`config.mk`:
```
export PLATFORM = sky130hd
export DESIGN_NAME = piezo_decode
export DESIGN_NICKNAME = d
export VERILOG_FILES = /design/src/rtl/piezo_pkg.sv /design/src/rtl/piezo_period_meas.sv /design/src/rtl/piezo_decode.sv
export SDC_FILE = /design/constraint.sdc
export NUM_CORES = 1
export LEC_CHECK = 0
export CORE_ASPECT_RATIO = 0.8
export CORE_MARGIN = 2
export CORE_UTILIZATION = 30
export DETAILED_ROUTE_END_ITERATION = 8
export PLACE_DENSITY = 0.42
export SLEW_MARGIN = 10
export SYNTH_ARGS = -nofsm -noshare
export SYNTH_HDL_FRONTEND = slang
export SYNTH_SLANG_ARGS = --single-unit
```
`constraint.sdc`:
```
create_clock -name clk -period 7.95 [get_ports clk]
set_input_delay 1.59 -clock clk [delete_from_list [all_inputs] [get_ports clk]]
set_output_delay 1.59 -clock clk [all_outputs]
set_load 0.02 [all_outputs]
```
`src/rtl/piezo_pkg.sv`:
```
// Types, timing constants and melody tables for the piezo tone decoder.
// Build option: PIEZO_DECODE_LEN_CHK_EN adds a +/-1 unit length check to pattern matching.
package piezo_pkg;

    typedef enum logic [2:0] {
        NOTE_NONE = 3'd0,
        NOTE_G6   = 3'd1,
        NOTE_C7   = 3'd2,
        NOTE_E7   = 3'd3,
        NOTE_G7   = 3'd4
    } note_t;

    typedef enum logic [1:0] {
        PAT_NONE     = 2'b00,
        PAT_FANFARE  = 2'b01,
        PAT_TOO_FAST = 2'b10,
        PAT_BATT_LOW = 2'b11
    } pat_t;

    localparam int HP_W   = 17;
    localparam int DUR_W  = 27;
    localparam int HIST_N = 6;

    localparam logic [HP_W-1:0]  HP_MAX      = {HP_W{1'b1}};
    localparam logic [HP_W-1:0]  SILENCE_CNT = 17'd65536;
    localparam logic [DUR_W-1:0] DUR_MAX     = {DUR_W{1'b1}};
    localparam logic [DUR_W:0]   LEN_HALF    = 28'd2097152;

    localparam logic [HP_W-1:0] G6_LO = 17'd15000;
    localparam logic [HP_W-1:0] G6_HI = 17'd16900;
    localparam logic [HP_W-1:0] C7_LO = 17'd11000;
    localparam logic [HP_W-1:0] C7_HI = 17'd12900;
    localparam logic [HP_W-1:0] E7_LO = 17'd8800;
    localparam logic [HP_W-1:0] E7_HI = 17'd10300;
    localparam logic [HP_W-1:0] G7_LO = 17'd7400;
    localparam logic [HP_W-1:0] G7_HI = 17'd8700;

`ifdef PIEZO_DECODE_LEN_CHK_EN
    localparam bit LEN_CHK = 1'b1;
`else
    localparam bit LEN_CHK = 1'b0;
`endif

    typedef struct packed {
        note_t      id;
        logic [3:0] len;
    } hist_ent_t;

    typedef hist_ent_t [HIST_N-1:0] hist_t;
    typedef logic [HIST_N-1:0][2:0] pat_ids_t;
    typedef logic [HIST_N-1:0][3:0] pat_lens_t;

    // Tables are indexed newest-first: entry 0 is the note that just ended.
    localparam pat_ids_t  FANFARE_IDS   = {3'd1, 3'd2, 3'd3, 3'd4, 3'd3, 3'd4};
    localparam pat_lens_t FANFARE_LENS  = {4'd2, 4'd2, 4'd2, 4'd3, 4'd1, 4'd8};
    localparam pat_ids_t  BATT_IDS      = {3'd4, 3'd3, 3'd4, 3'd3, 3'd2, 3'd1};
    localparam pat_lens_t BATT_LENS     = {4'd8, 4'd1, 4'd3, 4'd2, 4'd2, 4'd2};
    localparam pat_ids_t  TOO_FAST_IDS  = {3'd0, 3'd0, 3'd1, 3'd2, 3'd3, 3'd1};
    localparam pat_lens_t TOO_FAST_LENS = {4'd0, 4'd0, 4'd2, 4'd2, 4'd2, 4'd0};

    localparam logic [HIST_N-1:0] MASK_ALL      = 6'b111111;
    localparam logic [HIST_N-1:0] TOO_FAST_ENT  = 6'b001111;
    localparam logic [HIST_N-1:0] TOO_FAST_LEN  = 6'b001110;

    function automatic note_t classify(input logic [HP_W-1:0] cnt);
        note_t n;
        if (cnt >= G6_LO && cnt <= G6_HI)      n = NOTE_G6;
        else if (cnt >= C7_LO && cnt <= C7_HI) n = NOTE_C7;
        else if (cnt >= E7_LO && cnt <= E7_HI) n = NOTE_E7;
        else if (cnt >= G7_LO && cnt <= G7_HI) n = NOTE_G7;
        else                                   n = NOTE_NONE;
        return n;
    endfunction

    function automatic logic [3:0] round_len(input logic [DUR_W-1:0] dur);
        logic [5:0] q;
        q = 6'(({1'b0, dur} + LEN_HALF) >> 22);
        return (q > 6'd15) ? 4'd15 : q[3:0];
    endfunction

    function automatic logic len_near(input logic [3:0] got, input logic [3:0] want);
        return ({1'b0, got} + 5'd1 >= {1'b0, want}) && ({1'b0, got} <= {1'b0, want} + 5'd1);
    endfunction

    function automatic logic pat_match(input hist_t h, input pat_ids_t ids, input pat_lens_t lens,
                                       input logic [HIST_N-1:0] ent_mask,
                                       input logic [HIST_N-1:0] len_mask);
        logic ok;
        ok = 1'b1;
        for (int i = 0; i < HIST_N; i++) begin
            if (ent_mask[i] && (h[i].id != ids[i]))
                ok = 1'b0;
            if (LEN_CHK && ent_mask[i] && len_mask[i] && !len_near(h[i].len, lens[i]))
                ok = 1'b0;
        end
        return ok;
    endfunction

endpackage

```
`src/rtl/piezo_period_meas.sv`:
```
// Synchronises the piezo input, detects edges and classifies each half-period
// against the note windows; also flags silence when no edge arrives for too long.
module piezo_period_meas
    import piezo_pkg::*;
#(
    parameter bit fast_sim = 1'b0
) (
    input  logic  clk,
    input  logic  rst_n,
    input  logic  piezo,
    output logic  edge_evt,
    output note_t id,
    output logic  silence
);

    localparam logic [HP_W-1:0] STEP = fast_sim ? 17'd64 : 17'd1;

    // [1:0] form the synchroniser, [2] is the previous synchronised value
    logic [2:0]      sync_q;
    logic [HP_W-1:0] hp_cnt;

    always_ff @(posedge clk or negedge rst_n) begin
        if (!rst_n) begin
            sync_q <= '0;
            hp_cnt <= '0;
        end else begin
            sync_q <= {sync_q[1:0], piezo};
            if (edge_evt)
                hp_cnt <= '0;
            else if (hp_cnt > HP_MAX - STEP)
                hp_cnt <= HP_MAX;
            else
                hp_cnt <= hp_cnt + STEP;
        end
    end

    assign edge_evt = sync_q[2] ^ sync_q[1];
    assign id       = classify(hp_cnt);
    assign silence  = (hp_cnt >= SILENCE_CNT);

endmodule

```
`src/rtl/piezo_decode.sv`:
```
// Piezo melody decoder: confirms notes, reports their lengths and recognises melodies.
// Build option: PIEZO_DECODE_LEN_CHK_EN makes melody matching also check note lengths.
//
// state   | meaning
// ST_IDLE | no note in progress, waiting for two matching half-periods
// ST_NOTE | confirmed note sounding, duration counter running
module piezo_decode
    import piezo_pkg::*;
#(
    parameter bit fast_sim = 1'b0
) (
    input  logic       clk,
    input  logic       rst_n,
    input  logic       piezo,
    output logic       note_vld,
    output logic [2:0] note_id,
    output logic [3:0] note_len,
    output logic       pat_vld,
    output logic [1:0] pat,
    output logic       active
);

    localparam logic [DUR_W-1:0] DSTEP = fast_sim ? 27'd64 : 27'd1;

    typedef enum logic {ST_IDLE, ST_NOTE} state_t;

    state_t           state, state_nxt;
    logic             edge_evt, silence;
    note_t            meas_id, cand_id, cur_id;
    logic [DUR_W-1:0] dur;
    logic             note_start, note_end, end_clr;
    logic             clr_q, hist_clr_q;
    hist_ent_t        new_ent;
    hist_t            hist, hist_nxt;
    pat_t             pat_sel;

    piezo_period_meas #(.fast_sim(fast_sim)) u_meas (
        .clk      (clk),
        .rst_n    (rst_n),
        .piezo    (piezo),
        .edge_evt (edge_evt),
        .id       (meas_id),
        .silence  (silence)
    );

    always_ff @(posedge clk or negedge rst_n) begin
        if (!rst_n) state <= ST_IDLE;
        else        state <= state_nxt;
    end

    always_comb begin
        state_nxt = state;
        case (state)
            ST_IDLE: if (edge_evt && meas_id != NOTE_NONE && meas_id == cand_id)
                         state_nxt = ST_NOTE;
            ST_NOTE: if (silence || (edge_evt && meas_id == NOTE_NONE))
                         state_nxt = ST_IDLE;
            default: state_nxt = ST_IDLE;
        endcase
    end

    always_comb begin
        note_start = 1'b0;
        note_end   = 1'b0;
        end_clr    = 1'b0;
        active     = (state == ST_NOTE);
        case (state)
            ST_IDLE: note_start = edge_evt && meas_id != NOTE_NONE && meas_id == cand_id;
            ST_NOTE: begin
                if (silence || (edge_evt && meas_id == NOTE_NONE)) begin
                    note_end = 1'b1;
                    end_clr  = 1'b1;
                end else if (edge_evt && meas_id != cur_id && meas_id == cand_id) begin
                    note_end   = 1'b1;
                    note_start = 1'b1;
                end
            end
            default: ;
        endcase
    end

    always_ff @(posedge clk or negedge rst_n) begin
        if (!rst_n) begin
            cand_id  <= NOTE_NONE;
            cur_id   <= NOTE_NONE;
            dur      <= '0;
            note_vld <= 1'b0;
            note_id  <= '0;
            note_len <= '0;
            clr_q    <= 1'b0;
        end else begin
            if (edge_evt)
                cand_id <= meas_id;
            if (note_start) begin
                cur_id <= meas_id;
                dur    <= '0;
            end else if (state == ST_NOTE) begin
                dur <= (dur > DUR_MAX - DSTEP) ? DUR_MAX : dur + DSTEP;
            end
            note_vld <= note_end;
            clr_q    <= note_end & end_clr;
            if (note_end) begin
                note_id  <= cur_id;
                note_len <= round_len(dur);
            end
        end
    end

    // Matching looks at the history as it will be once the new note is shifted in.
    always_comb begin
        new_ent.id  = note_t'(note_id);
        new_ent.len = note_len;
        hist_nxt    = {hist[HIST_N-2:0], new_ent};
        if (pat_match(hist_nxt, FANFARE_IDS, FANFARE_LENS, MASK_ALL, MASK_ALL))
            pat_sel = PAT_FANFARE;
        else if (pat_match(hist_nxt, BATT_IDS, BATT_LENS, MASK_ALL, MASK_ALL))
            pat_sel = PAT_BATT_LOW;
        else if (pat_match(hist_nxt, TOO_FAST_IDS, TOO_FAST_LENS, TOO_FAST_ENT, TOO_FAST_LEN))
            pat_sel = PAT_TOO_FAST;
        else
            pat_sel = PAT_NONE;
    end

    always_ff @(posedge clk or negedge rst_n) begin
        if (!rst_n) begin
            hist       <= '0;
            hist_clr_q <= 1'b0;
            pat_vld    <= 1'b0;
            pat        <= '0;
        end else begin
            hist_clr_q <= note_vld & clr_q;
            if (note_vld)
                hist <= hist_nxt;
            else if (hist_clr_q)
                hist <= '0;
            pat_vld <= note_vld && (pat_sel != PAT_NONE);
            if (note_vld && pat_sel != PAT_NONE)
                pat <= pat_sel;
        end
    end

endmodule
```
==> metrics <==
initial antenna violation count=0; worst reg2reg startpoint=u_meas.hp_cnt[12]$_DFF_PN0_; IO Pins=15; # Post-CTS Setup Buffers=0; Final GP Congestion=0.859; All-Layer GR Usage=around 16%; post-DP HPWL=8690 um; Worst Min Path Start=u_meas.sync_q[0]$_DFF_PN0_; Antenna diodes=0; Max Clk Rate=between 200 and 300 MHz; worst hold path type=reg -> reg; Post-route DRC=0; CP Data Arrival Time=3.70 ns; Vias/cell=~5.3; Hold Path Depth=0; pre-CTS WS=approximately 4.4 ns; status=finished clean; Worst Hold Path EP=u_meas.sync_q[1]$_DFF_PN0_; final setup violating endpoints=0; Fin Hold WS=roughly 0.36 ns; Mapped Nets=between 500 and 600; clk slew on worst S/H paths=0.07 ns; layout cell share with drive strength beyond 1=about 7.1%; Max VDD drop=120 uV; Tightest Pin Transition=1.06 ns; post-route cell area=5450 um^2; asr flop ratio synth=100%; pwr dens=172 nW/um^2; unrepaired setup endpoints after global routing=no; PostCTS Resize Cnt=0; GR Overflow Total=0; Initial Utilization=30.7%; final core utilization=34.6%; Reg-to-Reg End=dur[1]$_DFFE_PN0P_; H-tree depth=3; Setup Skew=0.00925 ns; 1st-pass router iterations=5; Routed Antenna Nets=0; Reg2Reg Setup Slack=~4.4 ns; final WL=around 13000 um; Die Y=118 um; Static Leakage=2.18 nW; Area after DPL=just over 5000 um^2; register area share after synthesis=between 40% and 50%; post-route worst setup slack=4.45 ns; Core Area=15700 um^2; via count=4130; CP Max Fanout=13; maxcap violations=0; Final Cycle Share=44.0%; die area=17200 um^2; first-pass GRT wire length=21800 um; Slew HR=29.0%; Worst Path Required=around 8.2 ns; Crit Path Class=reg -> reg; count of different cell masters after synthesis=just over 60; vias in the first global route=3962; CTS max path bufs=2; Final Hold Vio Count=0; hold buffer count at cts=0; Post-Syn Area=4830 um^2; per-cell routed wire length=about 16 um; Clk Latency, worst-skew pair=0.35 ns; CTS tree=done; R2R depth=8; Startpoint Class=flip-flop; CTS Buf Count=9; Main synth FF type=dfrtp_1; Final min period=roughly 3.5 ns; count of state elements after synthesis=82; synth-to-layout area growth=12.8%; largest net degree at the start of global routing=55; Post-synth EDFFs=0; clock root cell=clkbuf_16; port bufs=14; Slew Limit Fails=0; Post-Syn Area per Cell=8.60 um^2; CP Capture Type=flip-flop; CTS Sinks=82; drt initial violations=282; number of core rows=41; Final nets=567; Die Wd=146 um; synth warn=0; Gate Count Post-Synth=roughly 560; setup TNS=0 ns
==> final cells by class <==
type / instances / area [um^2]
Clock buffer: 9 / 225
Clock inverter: 7 / 100
Fill cell: 1628 / 10300
Inverter: 19 / 71.3
Multi-Input combinational cell: 427 / 2550
Sequential cell: 82 / 2050
Tap cell: 215 / 269
Timing Repair Buffer: 20 / 183
==> where the power goes <==
part / switching, mW / total [mW] / leakage (nW) / internal (mW)
registers: 0.00695 / 0.429 / 1.13 / 0.422
clock network: 0.192 / 0.470 / 0.154 / 0.278
logic: 0.0291 / 0.0404 / 0.896 / 0.0113
total: 0.228 / 0.939 / 2.18 / 0.712
==> synthesized netlist by cell type (all sizes together) (7+ instances only) <==
library cell / number / area share (%)
o31ai: 9 / 1.4
nand4: 12 / 1.7
a31oi: 7 / 0.91
nor4: 10 / 1.3
o211ai: 13 / 2.0
and3: 11 / 1.4
clkbuf: 21 / 1.7
a21oi: 43 / 4.5
nor2: 38 / 3.0
o21ai: 42 / 4.4
xnor2: 7 / 1.3
dfrtp: 82 / 42
a211oi: 17 / 3.5
nand3: 29 / 3.0
nor3: 14 / 1.4
inv: 19 / 1.5
nand2: 76 / 5.9
buf: 13 / 1.7
xor2: 9 / 1.6
nand2b: 17 / 2.2
==> worst max-delay path by stage <==
stage	start	end	slack, ns	cells past startpoint
after detailed placement	u_meas.hp_cnt[12]$_DFF_PN0_	dur[1]$_DFFE_PN0P_	4.44	8
after global placement	u_meas.hp_cnt[12]$_DFF_PN0_	dur[1]$_DFFE_PN0P_	4.50	8
after CTS	u_meas.hp_cnt[12]$_DFF_PN0_	dur[1]$_DFFE_PN0P_	4.42	8
after floorplan	u_meas.hp_cnt[4]$_DFF_PN0_	dur[10]$_DFFE_PN0P_	5.21	11
after global routing	u_meas.hp_cnt[3]$_DFF_PN0_	dur[1]$_DFFE_PN0P_	4.18	8
final	u_meas.hp_cnt[12]$_DFF_PN0_	dur[1]$_DFFE_PN0P_	4.45	8
==> routing by layer <==
layer	routed length [um]	global-route usage (%)	vias to the layer above
li1	-	-	2047
met1	7030	24.3	2017
met2	5220	21.9	56
met3	369	3.57	10
met4	152	4.04	0
met5	0	0	-
==> flip-flops by register name, indices dropped and copies added, names as in the netlist, 2 cells and up <==
register,count
cand_id,3
u_meas.sync_q,3
cur_id,3
hist,15
u_meas.hp_cnt,17
note_len,4
pat,2
dur,27
note_id,3
==> per-stage QoR <==
step                std cells  power, mW
detailed placement        763      0.479
global route              779      0.982
CTS                       779      0.955
floorplan                 562      0.461
finish                    779      0.939
global placement          763      0.479
==> cell families (layout without fill, tap and decap cells) <==
logic type / Yosys count / in the layout / share of synthesized area, %
and+or+nand+nor: 236 / 236 / 24.5
AOI/OAI and AO/OA: 168 / 168 / 23.7
DFF: 82 / 82 / 42.4
buffers and inverters: 53 / 55 / 4.79
xor gates and xnor gates: 16 / 16 / 2.90
adders and majority gates: 5 / 5 / 1.29
muxes: 2 / 2 / 0.414
==> worst max-delay path, stage by stage (launching register included) <==
cell and delay [ns]:
dfrtp_1 0.51, or2_2 0.37, a2111o_1 0.30, a22oi_2 0.23
o21ai_2 0.12, or4b_4 0.56, a21o_1 0.25, nor2_1 0.79
o21ai_0 0.20
==> cell usage in the layout (no fill, tap or decap), types with 11 or more instances in the layout <==
master	instances
clkdlybuf4s50_1	13
and3_1	11
nor3_1	14
a21oi_1	43
nand3_1	29
dfrtp_1	82
o211ai_1	13
nand2_1	76
nand2b_1	17
nor2_1	38
nand4_1	11
inv_1	19
o21ai_0	40
Power figures use the tool's default switching activity.
